[src/rtl/mux_sched_pkg.sv]
// Shared definitions for the round-robin mux scheduler: FSM encoding,
// burst-length limits and the beat-counter width that covers them.
package mux_sched_pkg;

  typedef enum logic {
    ST_IDLE = 1'b0,
    ST_BUSY = 1'b1
  } sched_state_e;

  localparam int MAX_BURST_MIN = 1;
  localparam int MAX_BURST_MAX = 16;

  // Counter holds 0..MAX_BURST_MAX-1
  localparam int CNT_W = 4;

endpackage

[src/rtl/mux_rr_sched_rr_pick.sv]
// Combinational round-robin search: first set bit of (req & ~excl) starting
// at ptr+1 and wrapping N-1 -> 0; ptr itself is the last candidate visited.
module rr_pick
  import mux_sched_pkg::*;
#(
  parameter int N    = 32,
  parameter int SELW = 5
) (
  input  logic [N-1:0]    req,
  input  logic [SELW-1:0] ptr,
  input  logic [N-1:0]    excl,
  output logic [SELW-1:0] idx,
  output logic            found
);

  logic [N-1:0] req_eff;

  function automatic logic [SELW-1:0] wrap_idx(input logic [SELW-1:0] base, input int off);
    int s;
    s = (int'(base) + off) % N;
    return SELW'(s);
  endfunction

  assign req_eff = req & ~excl;

  // Walk from the farthest offset down so the nearest candidate wins last.
  always_comb begin
    idx   = '0;
    found = 1'b0;
    for (int i = N; i >= 1; i--) begin
      if (req_eff[wrap_idx(ptr, i)]) begin
        idx   = wrap_idx(ptr, i);
        found = 1'b1;
      end
    end
  end

endmodule

[src/rtl/mux_rr_sched.sv]
// Round-robin scheduler that owns the select of an N:1 mux tree, granting one
// requester at a time for bursts of up to MAX_BURST beats.
module mux_rr_sched
  import mux_sched_pkg::*;
#(
  parameter int N         = 32,
  parameter int SELW      = 5,
  parameter int MAX_BURST = 4
) (
  input  logic            CLK,
  input  logic            RST,
  input  logic [N-1:0]    REQ,
  input  logic            READY,
  output logic [SELW-1:0] SEL,
  output logic [N-1:0]    GNT,
  output logic            VALID,
  output logic            LAST
);

  if (MAX_BURST < MAX_BURST_MIN || MAX_BURST > MAX_BURST_MAX) begin : g_bad_burst
    $error("mux_rr_sched: MAX_BURST out of range");
  end
  if (SELW != $clog2(N)) begin : g_bad_selw
    $error("mux_rr_sched: SELW must equal clog2(N)");
  end

  localparam logic [CNT_W-1:0] LAST_CNT = CNT_W'(MAX_BURST - 1);
  localparam logic [SELW-1:0]  PTR_RST  = SELW'(N - 1);

  sched_state_e    state_q, state_d;
  logic [N-1:0]    gnt_q, gnt_d;
  logic [SELW-1:0] sel_q, sel_d;
  logic [SELW-1:0] ptr_q, ptr_d;
  logic [CNT_W-1:0] cnt_q, cnt_d;

  logic            busy;
  logic            own_req;
  logic            xfer;
  logic            rel;
  logic [SELW-1:0] pick_ptr;
  logic [N-1:0]    pick_excl;
  logic [SELW-1:0] pick_idx;
  logic            pick_found;

  assign busy    = (state_q == ST_BUSY);
  assign own_req = REQ[sel_q];
  assign VALID   = busy & own_req;
  assign LAST    = busy & (cnt_q == LAST_CNT);
  assign xfer    = VALID & READY;
  assign rel     = busy & (~own_req | (xfer & LAST));

  assign SEL = sel_q;
  assign GNT = gnt_q;

  // On release the search restarts after the released owner, which is only
  // eligible again when nobody else is asking.
  always_comb begin
    pick_ptr  = ptr_q;
    pick_excl = '0;
    if (rel) begin
      pick_ptr = sel_q;
      if ((REQ & ~gnt_q) != '0) begin
        pick_excl = gnt_q;
      end
    end
  end

  rr_pick #(
    .N    (N),
    .SELW (SELW)
  ) u_rr_pick (
    .req   (REQ),
    .ptr   (pick_ptr),
    .excl  (pick_excl),
    .idx   (pick_idx),
    .found (pick_found)
  );

  always_comb begin
    state_d = state_q;
    gnt_d   = gnt_q;
    sel_d   = sel_q;
    ptr_d   = ptr_q;
    cnt_d   = cnt_q;
    case (state_q)
      ST_IDLE: begin
        if (pick_found) begin
          state_d = ST_BUSY;
          gnt_d   = {{(N-1){1'b0}}, 1'b1} << pick_idx;
          sel_d   = pick_idx;
          cnt_d   = '0;
        end
      end
      ST_BUSY: begin
        if (rel) begin
          ptr_d = sel_q;
          cnt_d = '0;
          if (pick_found) begin
            gnt_d = {{(N-1){1'b0}}, 1'b1} << pick_idx;
            sel_d = pick_idx;
          end else begin
            state_d = ST_IDLE;
            gnt_d   = '0;
            sel_d   = '0;
          end
        end else if (xfer) begin
          cnt_d = cnt_q + 1'b1;
        end
      end
      default: begin
        state_d = ST_IDLE;
        gnt_d   = '0;
        sel_d   = '0;
        cnt_d   = '0;
      end
    endcase
  end

  always_ff @(posedge CLK) begin
    if (RST) begin
      state_q <= ST_IDLE;
      gnt_q   <= '0;
      sel_q   <= '0;
      ptr_q   <= PTR_RST;
      cnt_q   <= '0;
    end else begin
      state_q <= state_d;
      gnt_q   <= gnt_d;
      sel_q   <= sel_d;
      ptr_q   <= ptr_d;
      cnt_q   <= cnt_d;
    end
  end

endmodule
[config.mk]
export PLATFORM = sky130hd
export DESIGN_NAME = mux_rr_sched
export DESIGN_NICKNAME = d
export VERILOG_FILES = /design/src/rtl/mux_sched_pkg.sv /design/src/rtl/mux_rr_sched_rr_pick.sv /design/src/rtl/mux_rr_sched.sv
export SDC_FILE = /design/constraint.sdc
export NUM_CORES = 1
export LEC_CHECK = 0
export ABC_AREA = 1
export BUFFER_PORTS_ARGS = -buffer_cell sky130_fd_sc_hd__buf_2
export CAP_MARGIN = 20
export CORE_AREA = 5 5 163 165
export DETAILED_ROUTE_END_ITERATION = 10
export DIE_AREA = 0 0 168 170
export GPL_TIMING_DRIVEN = 0
export HOLD_SLACK_MARGIN = 0.02
export PLACE_DENSITY = 0.46
export SYNTH_ARGS = -nofsm -noshare
export SYNTH_HDL_FRONTEND = slang
export SYNTH_SLANG_ARGS = --single-unit
[constraint.sdc]
create_clock -name CLK -period 11.7 [get_ports CLK]
set_input_delay 1.17 -clock CLK [delete_from_list [all_inputs] [get_ports CLK]]
set_output_delay 1.17 -clock CLK [all_outputs]
set_load 0.02 [all_outputs]
==> flow_metrics.env, run 1 <==
export IMPL_finalHoldViolCount=0
export IMPL_ys_flop_type="dfxtp_1"
export IMPL_clk_latency_ns=0.29
export IMPL_drtIter0Drc=859
export IMPL_ctsResizeCount=0
export IMPL_grt_pass1_wl_um=51500
export IMPL_arrival_ns=8.63
export IMPL_dpl_cell_area_um2=8120
export IMPL_fmax_ghz=0.119
export IMPL_finalMaxSlewViolations=0
export IMPL_clock_skew_ns=0.00774
export IMPL_cp_end_kind="register"
export IMPL_root_buffer="clkbuf_16"
export IMPL_totalWireLength_um=34300
export IMPL_r2r_start="SEL[2]"
export IMPL_status="completed"
export IMPL_clock_sinks=47
export IMPL_slew_headroom_pct=45.9
export IMPL_path_clk_slew_ns=0.07
export IMPL_path_class="primary input to register"
export IMPL_holdPathStages=2
export IMPL_antenna_found_initial=0
export IMPL_synth_distinct_cells=45
export IMPL_cts_buffers=5
export IMPL_synth_edf_count=0
export IMPL_grt_max_degree=17
export IMPL_area_growth_synth_to_final_pct=12.9
export IMPL_worstHoldStart="GNT[6]"
export IMPL_synth_top_area_cell="nand2_1"
export IMPL_rr_endpoint="GNT[17]"
export IMPL_routedWlPerCell_um=19.4
export IMPL_finalCritPeriodShare_pct=71.9
export IMPL_grt_overflow_total=0
export IMPL_min_to="GNT[6]"
export IMPL_drive_gt1_share_pct=14.4
export IMPL_drv_cap=0
export IMPL_ys_ff_latch=47
export IMPL_gp_congestion=0.987
export IMPL_grtUsageTotal_pct=23.2
export IMPL_initial_utilization_pct=29.5
export IMPL_h_tree_depth=2
export IMPL_hold_buffers=0
export IMPL_rows=58
export IMPL_drc_errors=0
export IMPL_async_flop_share_pct=0
export IMPL_yosys_warnings=0
export IMPL_syn_area_um2=7340
export IMPL_n_antenna_cell=0
export IMPL_synth_top_area_share_pct=27.3
export IMPL_synth_nets=1409
export IMPL_clk_path_buf_depth=2
export IMPL_vias=9372
export IMPL_r2r_slack_ns=3.56
export IMPL_portBuffers=72
export IMPL_drt_antenna_violating_nets=0
export IMPL_max_stage_delay_ns=0.59
export IMPL_core_um2=24900
export IMPL_hold_path_class="register to register"
export IMPL_tns_ns=0
export IMPL_syn_avg_cell_area_um2=5.39
export IMPL_die_w_um=168
export IMPL_yosysSeqAreaShare_pct=12.8
export IMPL_tightestPinTransition_ns=0.812
export IMPL_synth_area_leaders="nand2_1, nand3_1, dfxtp_1, a21oi_1, inv_1"
export IMPL_dp_hpwl_um=28100
export IMPL_period_minus_slack_ns=8.41
export IMPL_cp_data_required_time_ns=11.92
export IMPL_syn_inst=1361
export IMPL_crit_top_cell="nand2_1"
export IMPL_die_height_um=170
export IMPL_crit_path_top_delay_cell="o21ai_0"
export IMPL_cp_max_fo=10
export IMPL_final_nets=1488
export IMPL_start_kind="primary input"
export IMPL_drt_vias_per_instance=5.29
export IMPL_rsz0062_at_grt="false"
export IMPL_cts_tree="built"
export IMPL_final_cell_area_um2=8290
export IMPL_die_area_um2=28600
export IMPL_grt_pass1_vias=8576
export IMPL_r2r_cells=34
export IMPL_firstDrtPassIters=5
export IMPL_ios=74
export IMPL_post_cts_buffers=0
export IMPL_setup_viol=0
[sequential cells by signal, indices dropped and copies added, names as in the netlist]
signal / flops
cnt_q: 4
SEL: 5
GNT: 32
ptr_q: 5
busy: 1
[layout by cell type (no fill, tap or decap), types with 7 or more instances in the layout]
| cell | count |
|---|---|
| clkbuf_1 | 19 |
| nand2_2 | 18 |
| o21ai_1 | 16 |
| a21oi_2 | 13 |
| buf_2 | 82 |
| o21ai_0 | 25 |
| nand2_1 | 534 |
| nand3_2 | 11 |
| inv_2 | 16 |
| inv_1 | 94 |
| nor2_1 | 47 |
| dfxtp_1 | 47 |
| o21ai_2 | 9 |
| xnor2_1 | 7 |
| nand4_1 | 19 |
| nand3b_1 | 10 |
| ha_1 | 13 |
| nand3_1 | 232 |
| a21oi_1 | 134 |
| buf_6 | 13 |
| buf_4 | 8 |
| o22ai_1 | 7 |
[cell type report]
class | instances | area [µm²]
well taps | 330 | 413
repair buffers | 72 | 360
clock inverters | 3 | 46.3
clock buffers | 5 | 125
multi-input cells | 1143 | 5580
inverters | 117 | 449
fillers | 2894 | 16600
flip-flops and latches | 47 | 941
plain buffers | 54 | 370
[worst max-delay path, delay by kind of cell]
| kind | cells | cell delay [ns] |
|---|---|---|
| AND/OR/NAND/NOR | 19 | 2.40 |
| adder cells (fa/ha/maj) | 1 | 0.37 |
| AO/OA/AOI/OAI | 5 | 2.07 |
| buffers and inverters | 10 | 2.61 |
[worst max path at each step]
stage                  from       to  cells past startpoint
floorplan           REQ[13]  GNT[10]                     65
global placement     REQ[1]  GNT[22]                     35
detailed placement   REQ[9]  GNT[17]                     35
CTS                  REQ[9]  GNT[17]                     35
global route         REQ[9]  GNT[19]                     53
finish               REQ[9]  GNT[17]                     35
[metrics by stage]
stage | instances | hold slack, ns | util (%) | setup slack, ns
2_1_floorplan | 1361 | 0.471 | - | 5.53
3_3_place_gp | 1763 | 0.471 | 32.6 | 3.06
3_5_place_dp | 1763 | 0.477 | 32.6 | 3.11
4_1_cts | 1771 | 0.487 | 33.3 | 3.39
5_1_grt | 1771 | 0.516 | 33.3 | 2.58
6_report | 1771 | 0.481 | 33.3 | 3.29
[synth_stat cells, types with 2 or more instances]
cell and instances:
nor2_4 5, nand3_2 11, buf_2 10, dfxtp_1 47, nand3_1 232, nand3b_1 10
a31oi_1 5, inv_4 2, nor2_1 47, nor2_2 2, o21ai_1 16, buf_1 2
xnor2_1 7, inv_1 94, o21ai_0 25, ha_1 13, buf_4 8, clkbuf_1 19
nor4_1 5, o22ai_1 7, nand2_1 534, xor2_1 2, a21oi_1 134, nand4_1 19
nor3_1 5, xor2_2 4, o21a_1 5, o21ai_2 9, buf_6 13, o21ai_4 4
nand2_4 4, inv_2 16, clkinv_1 4, a21oi_2 13, nand2_2 18
[logic make-up (layout without fill, tap and decap cells)]
logic type      count (synthesis)  count (layout)  share of synthesized area [%]
xor+xnor                       14              14                           2.33
compound gates                219             219                           17.1
simple gates                  897             897                           54.4
buf+inv                       171             251                           11.2
fa+ha+maj                      13              13                           2.22
flops                          47              47                           12.8
[layer usage]
metal | global-route usage [%] | up-vias | wire length, µm | part of all wire [%]
met5 | 0 | - | 0 | 0
met4 | 8.47 | 0 | 1360 | 4.0
met3 | 3.69 | 66 | 2410 | 7.0
met2 | 37.8 | 386 | 14900 | 44
met1 | 31.2 | 4261 | 15600 | 45
li1 | - | 4659 | - | -
Power of run 1 is left out: the tool's default activity adds up to more than one toggle a clock period on the data nets, which glitch-free logic cannot reach.
==> run 2, diff against run 1 <==
--- a/config.mk
+++ b/config.mk
@@ -13,7 +13,7 @@
 export DIE_AREA = 0 0 168 170
 export GPL_TIMING_DRIVEN = 0
 export HOLD_SLACK_MARGIN = 0.02
-export PLACE_DENSITY = 0.46
+export PLACE_DENSITY = 0.47
 export SYNTH_ARGS = -nofsm -noshare
 export SYNTH_HDL_FRONTEND = slang
 export SYNTH_SLANG_ARGS = --single-unit
==> constraint.sdc (replaced) <==
create_clock -name CLK -period 7.15 [get_ports CLK]
set_input_delay 0.715 -clock CLK [delete_from_list [all_inputs] [get_ports CLK]]
set_output_delay 0.715 -clock CLK [all_outputs]
set_load 0.02 [all_outputs]
==> flow_metrics.env, run 2 (synthesis gave the netlist of run 1 again) <==
export IMPL_pre_cts_ws_ns=-0.890
export IMPL_max_stage_delay_ns=0.44
export IMPL_totalWireLength_um=34000
export IMPL_hold_path_class="register to register"
export IMPL_drt_antenna_violating_nets=0
export IMPL_worstHoldStart="GNT[6]"
export IMPL_path_class="register to register"
export IMPL_fin_util_pct=34.0
export IMPL_cp_end_kind="register"
export IMPL_gp_congestion=0.990
export IMPL_area_growth_synth_to_final_pct=15.2
export IMPL_cp_max_fo=21
export IMPL_ios=74
export IMPL_drt_vias_per_instance=5.23
export IMPL_die_height_um=170
export IMPL_cp_data_required_time_ns=7.37
export IMPL_grt_pass1_vias=8395
export IMPL_final_nets=1491
export IMPL_initial_utilization_pct=29.5
export IMPL_r2r_slack_ns=0.52
export IMPL_drive_gt1_share_pct=15.7
export IMPL_crit_top_cell="nand2_1"
export IMPL_die_w_um=168
export IMPL_rr_endpoint="GNT[17]"
export IMPL_drtIter0Drc=899
export IMPL_path_clk_slew_ns=0.07
export IMPL_nFillCells=2891
export IMPL_min_to="GNT[6]"
export IMPL_final_common_cell="nand2_1"
export IMPL_largest_reg_flops=32
export IMPL_core_um2=24900
export IMPL_status="completed"
export IMPL_cts_buffers=5
export IMPL_rows=58
export IMPL_whs_ns=0.490
export IMPL_multi_input_area_um2=5680
export IMPL_routedWlPerCell_um=19.2
export IMPL_clock_skew_ns=0.00641
export IMPL_fmax_ghz=0.151
export IMPL_drv_cap=0
export IMPL_h_tree_depth=2
export IMPL_finalHoldViolCount=0
export IMPL_grt_pass1_wl_um=50700
export IMPL_portBuffers=72
export IMPL_grt_max_degree=23
export IMPL_finalCritPeriodShare_pct=92.7
export IMPL_clk_latency_ns=0.29
export IMPL_clock_sinks=47
export IMPL_r2r_start="SEL[0]"
export IMPL_start_kind="register"
export IMPL_layout_common_cells="nand2_1, nand3_1, a21oi_1"
export IMPL_grt_overflow_total=0
export IMPL_root_buffer="clkbuf_16"
export IMPL_clk_path_buf_depth=2
export IMPL_hold_buffers=0
export IMPL_antenna_found_initial=1
export IMPL_holdPathStages=2
export IMPL_cts_tree="built"
export IMPL_n_antenna_cell=0
export IMPL_crit_path_top_delay_cell="o21ai_0"
export IMPL_firstDrtPassIters=7
export IMPL_period_minus_slack_ns=6.63
export IMPL_drc_errors=0
export IMPL_die_area_um2=28600
export IMPL_r2r_cells=34
export IMPL_vias=9270
export IMPL_finalMaxSlewViolations=0
export IMPL_slew_headroom_pct=47.5
export IMPL_setup_viol=0
export IMPL_tightestPinTransition_ns=0.782
export IMPL_rsz0062_at_grt="false"
export IMPL_arrival_ns=6.85
export IMPL_worst_slack_ns=0.522
export IMPL_grtUsageTotal_pct=22.9
export IMPL_regArea_um2=941
export IMPL_dp_hpwl_um=27700
## run 2: worst max-delay path by stage
stage / slack [ns] / to / cells past startpoint / from
finish: 0.52 / GNT[17] / 34 / SEL[0]
global route: 0.008 / GNT[7] / 61 / SEL[0]
CTS: 0.0007 / GNT[16] / 35 / SEL[2]
detailed placement: -0.89 / GNT[17] / 35 / REQ[9]
global placement: -0.94 / GNT[16] / 35 / REQ[3]
floorplan: 1.31 / GNT[10] / 62 / busy
## run 2: routing by layer
metal | GRT usage [%] | wire, µm
met5 | 0 | 8
met4 | 6.39 | 1100
met3 | 2.79 | 2590
met2 | 37.6 | 15100
met1 | 31.8 | 15100
## run 2: through the flow
step	cell area [µm²]	TNS, ns	instances
after global routing	8460	0	1774
after global placement	8120	-27.39	1763
final	8460	0	1774
after CTS	8300	0	1770
after detailed placement	8120	-26.40	1763
after floorplan	7340	0	1361
## run 2: what timing repair did
action	CTS	global route
hold endpoints to repair	0	0
buffers inserted	0	6
resized for setup	9	36
pin swaps	0	2
setup endpoints to repair	41	41
cloned	0	0
## run 2: area by class of cell
cell class	instances	area share, %
Buffer	51	4.66
Clock buffer	5	1.48
Inverter	117	5.40
Clock inverter	3	0.518
Sequential cell	47	11.1
Tap cell	330	4.88
Timing Repair Buffer	78	4.79
Multi-Input combinational cell	1143	67.1
## run 2: worst max-delay path, delay by kind of cell, from the launching register on
kind	cells	cell delay [ns]
fa+ha+maj	1	0.25
buf+inv	10	2.01
simple gates	17	1.78
flops	1	0.37
compound gates	6	2.09
Power of run 2 is left out for the same reason.
==> run 3, diff against run 2 <==
--- a/config.mk
+++ b/config.mk
@@ -5,12 +5,12 @@
 export SDC_FILE = /design/constraint.sdc
 export NUM_CORES = 1
 export LEC_CHECK = 0
-export ABC_AREA = 1
+export ABC_AREA = 0
 export BUFFER_PORTS_ARGS = -buffer_cell sky130_fd_sc_hd__buf_2
 export CAP_MARGIN = 20
-export CORE_AREA = 5 5 163 165
+export CORE_AREA = 5 5 191 193
 export DETAILED_ROUTE_END_ITERATION = 10
-export DIE_AREA = 0 0 168 170
+export DIE_AREA = 0 0 196 198
 export GPL_TIMING_DRIVEN = 0
 export HOLD_SLACK_MARGIN = 0.02
 export PLACE_DENSITY = 0.47
==> flow_metrics.env, run 3 <==
export IMPL_period_minus_slack_ns=7.12
export IMPL_gp_congestion=1.04
export IMPL_slew_headroom_pct=14.4
export IMPL_largest_reg_flops=32
export IMPL_drc_errors=0
export IMPL_grt_pass1_vias=12500
export IMPL_cp_max_fo=12
export IMPL_crit_chain="buf_6 > mux2i_4 > a211oi_4 > nand3_4 > nand4_1 > buf_4 > o211a_1 > buf_4 > buf_2 > ha_2 > a21boi_0 > xnor2_1 > nor2_1 > a22o_1 > a21oi_1 > mux2_2 > a31oi_1 > a31oi_2 > nor3_2 > nor3_4 > buf_12 > a32o_1"
export IMPL_area_growth_synth_to_final_pct=22.9
export IMPL_cts_tree="built"
export IMPL_cp_data_required_time_ns=7.35
export IMPL_drt_antenna_violating_nets=0
export IMPL_status="completed"
export IMPL_syn_inst=1364
export IMPL_ys_flop_type="dfxtp_1"
export IMPL_totalWireLength_um=59600
export IMPL_initial_utilization_pct=29.8
export IMPL_drt_vias_per_instance=6.72
export IMPL_die_w_um=196
export IMPL_crit_end="GNT[19]"
export IMPL_h_tree_depth=2
export IMPL_portBuffers=73
export IMPL_grt_overflow_total=0
export IMPL_yosysSeqAreaShare_pct=9.19
export IMPL_dp_hpwl_um=48000
export IMPL_clk_path_buf_depth=2
export IMPL_path_depth=22
export IMPL_yosysMostFrequentCell="mux2i_1"
export IMPL_drive_gt1_share_pct=24.9
export IMPL_synth_edf_count=0
export IMPL_crit_path_top_delay_cell="a21oi_1"
export IMPL_yosys_warnings=0
export IMPL_r2r_start="SEL[1]"
export IMPL_hold_buffers=0
export IMPL_synth_top_area_cell="mux2i_1"
export IMPL_r2r_cells=22
export IMPL_worst_slack_ns=0.0326
export IMPL_arrival_ns=7.31
export IMPL_synth_area_leaders="mux2i_1, dfxtp_1, mux4_2, nand2_1, nor2_1"
export IMPL_nFillCells=3707
export IMPL_clock_sinks=47
export IMPL_yosys_top_cells_count="mux2i_1, nand2_1, nor2_1"
export IMPL_clock_skew_ns=0.00639
export IMPL_grtUsageTotal_pct=29.4
export IMPL_die_height_um=198
export IMPL_finalCritPeriodShare_pct=99.5
export IMPL_core_um2=34400
export IMPL_synth_distinct_cells=106
export IMPL_async_flop_share_pct=0
export IMPL_grt_max_degree=20
export IMPL_routedWlPerCell_um=30.6
export IMPL_syn_area_um2=10200
export IMPL_drv_cap=0
export IMPL_clk_latency_ns=0.30
export IMPL_setup_viol=0
export IMPL_ys_ff_latch=47
export IMPL_rr_endpoint="GNT[19]"
export IMPL_vias=13100
export IMPL_path_class="register to register"
export IMPL_path_clk_slew_ns=0.07
export IMPL_ios=74
export IMPL_die_area_um2=38800
export IMPL_finalMaxSlewViolations=0
export IMPL_crit_top_cell="buf_4"
export IMPL_tightestPinTransition_ns=1.27
export IMPL_cts_buffers=5
export IMPL_synth_nets=1412
export IMPL_dpl_cell_area_um2=11300
export IMPL_finalHoldViolCount=0
export IMPL_layout_common_cells="nand2_1, mux2i_1, nor2_1"
export IMPL_synth_top_area_share_pct=13.4
export IMPL_startpoint="SEL[1]"
export IMPL_fmax_ghz=0.141
export IMPL_final_common_cell="nand2_1"
export IMPL_pre_cts_ws_ns=-3.32
export IMPL_hold_path_class="register to register"
export IMPL_firstDrtPassIters=6
export IMPL_final_nets=1539
export IMPL_antenna_found_initial=1
export IMPL_rows=68
export IMPL_r2r_slack_ns=0.03
export IMPL_drtIter0Drc=1619
export IMPL_root_buffer="clkbuf_16"
export IMPL_max_stage_delay_ns=0.88
export IMPL_cp_end_kind="register"
export IMPL_cp_top_family="compound AO/OA/AOI/OAI gates"
export IMPL_cp_num_buf_inv=5
export IMPL_final_cell_area_um2=12600
export IMPL_syn_avg_cell_area_um2=7.51
export IMPL_start_kind="register"
export IMPL_grt_pass1_wl_um=85900
[run 3: cell types whose count changed after synthesis, moves of 25 or more]
cell | before | now
nor3_1 | 5 | 51
nand2_1 | 534 | 134
nand3_1 | 232 | 43
mux2_2 | 0 | 27
clkbuf_1 | 19 | 48
a21oi_1 | 134 | 50
o22ai_1 | 7 | 32
inv_1 | 94 | 25
nor2_1 | 47 | 127
o31ai_1 | 0 | 31
mux2i_1 | 0 | 137
[run 3: layout make-up]
cell class              count  area, µm²  share of cell area [%]
multi-input cells        1194       9290                    73.8
flip-flops and latches     47        950                    7.55
repair buffers            125        807                    6.42
plain buffers              88        689                    5.48
well taps                 455        569                    4.53
clock buffers               7        153                    1.21
inverters                  30        114                   0.905
clock inverters             1       7.51                  0.0597
diodes                      1       2.50                  0.0199
[run 3: routing by layer]
layer / vias up / track usage [%] / routed length [µm]
met3: 202 / 4.24 / 5260
met2: 825 / 46.8 / 26000
met4: 2 / 15.7 / 4130
li1: 5644 / - / -
met1: 6412 / 38.6 / 24200
met5: - / 0 / 9
[run 3: worst min-delay path by stage]
stage,from,end,cells past startpoint,slack (ns)
CTS,GNT[23],GNT[23],1,0.52
detailed placement,GNT[23],GNT[23],1,0.50
global placement,GNT[23],GNT[23],1,0.51
floorplan,cnt_q[3],cnt_q[3],2,0.51
finish,GNT[23],GNT[23],1,0.52
global route,GNT[30],GNT[30],1,0.55
[run 3: metrics by stage]
| stage | hold slack (ns) | util [%] | TNS, ns | std cells |
|---|---|---|---|---|
| after global placement | 0.506 | 32.5 | -132.13 | 1892 |
| after floorplan | 0.506 | - | 0 | 1364 |
| after CTS | 0.518 | 35.6 | 0 | 1930 |
| final | 0.519 | 36.6 | 0 | 1948 |
| after global routing | 0.551 | 36.6 | -0.0502 | 1947 |
| after detailed placement | 0.501 | 32.8 | -119.51 | 1901 |
[run 3: repair_timing]
action | 4_1_cts | 5_1_grt
gates cloned | 1 | 0
pin swaps | 18 | 12
gates resized for setup | 158 | 57
endpoints found under the setup margin | 42 | 41
setup buffers | 25 | 9
[run 3: cells by family after synthesis]
logic type | Yosys count | synth area share (%)
AND/OR/NAND/NOR | 511 | 24.7
AO/OA/AOI/OAI | 444 | 33.0
multiplexers | 192 | 22.5
buffers and inverters | 123 | 5.54
flip-flops | 47 | 9.19
XOR/XNOR | 34 | 3.53
adder cells (fa/ha/maj) | 13 | 1.59
Power of run 3 is left out for the same reason.
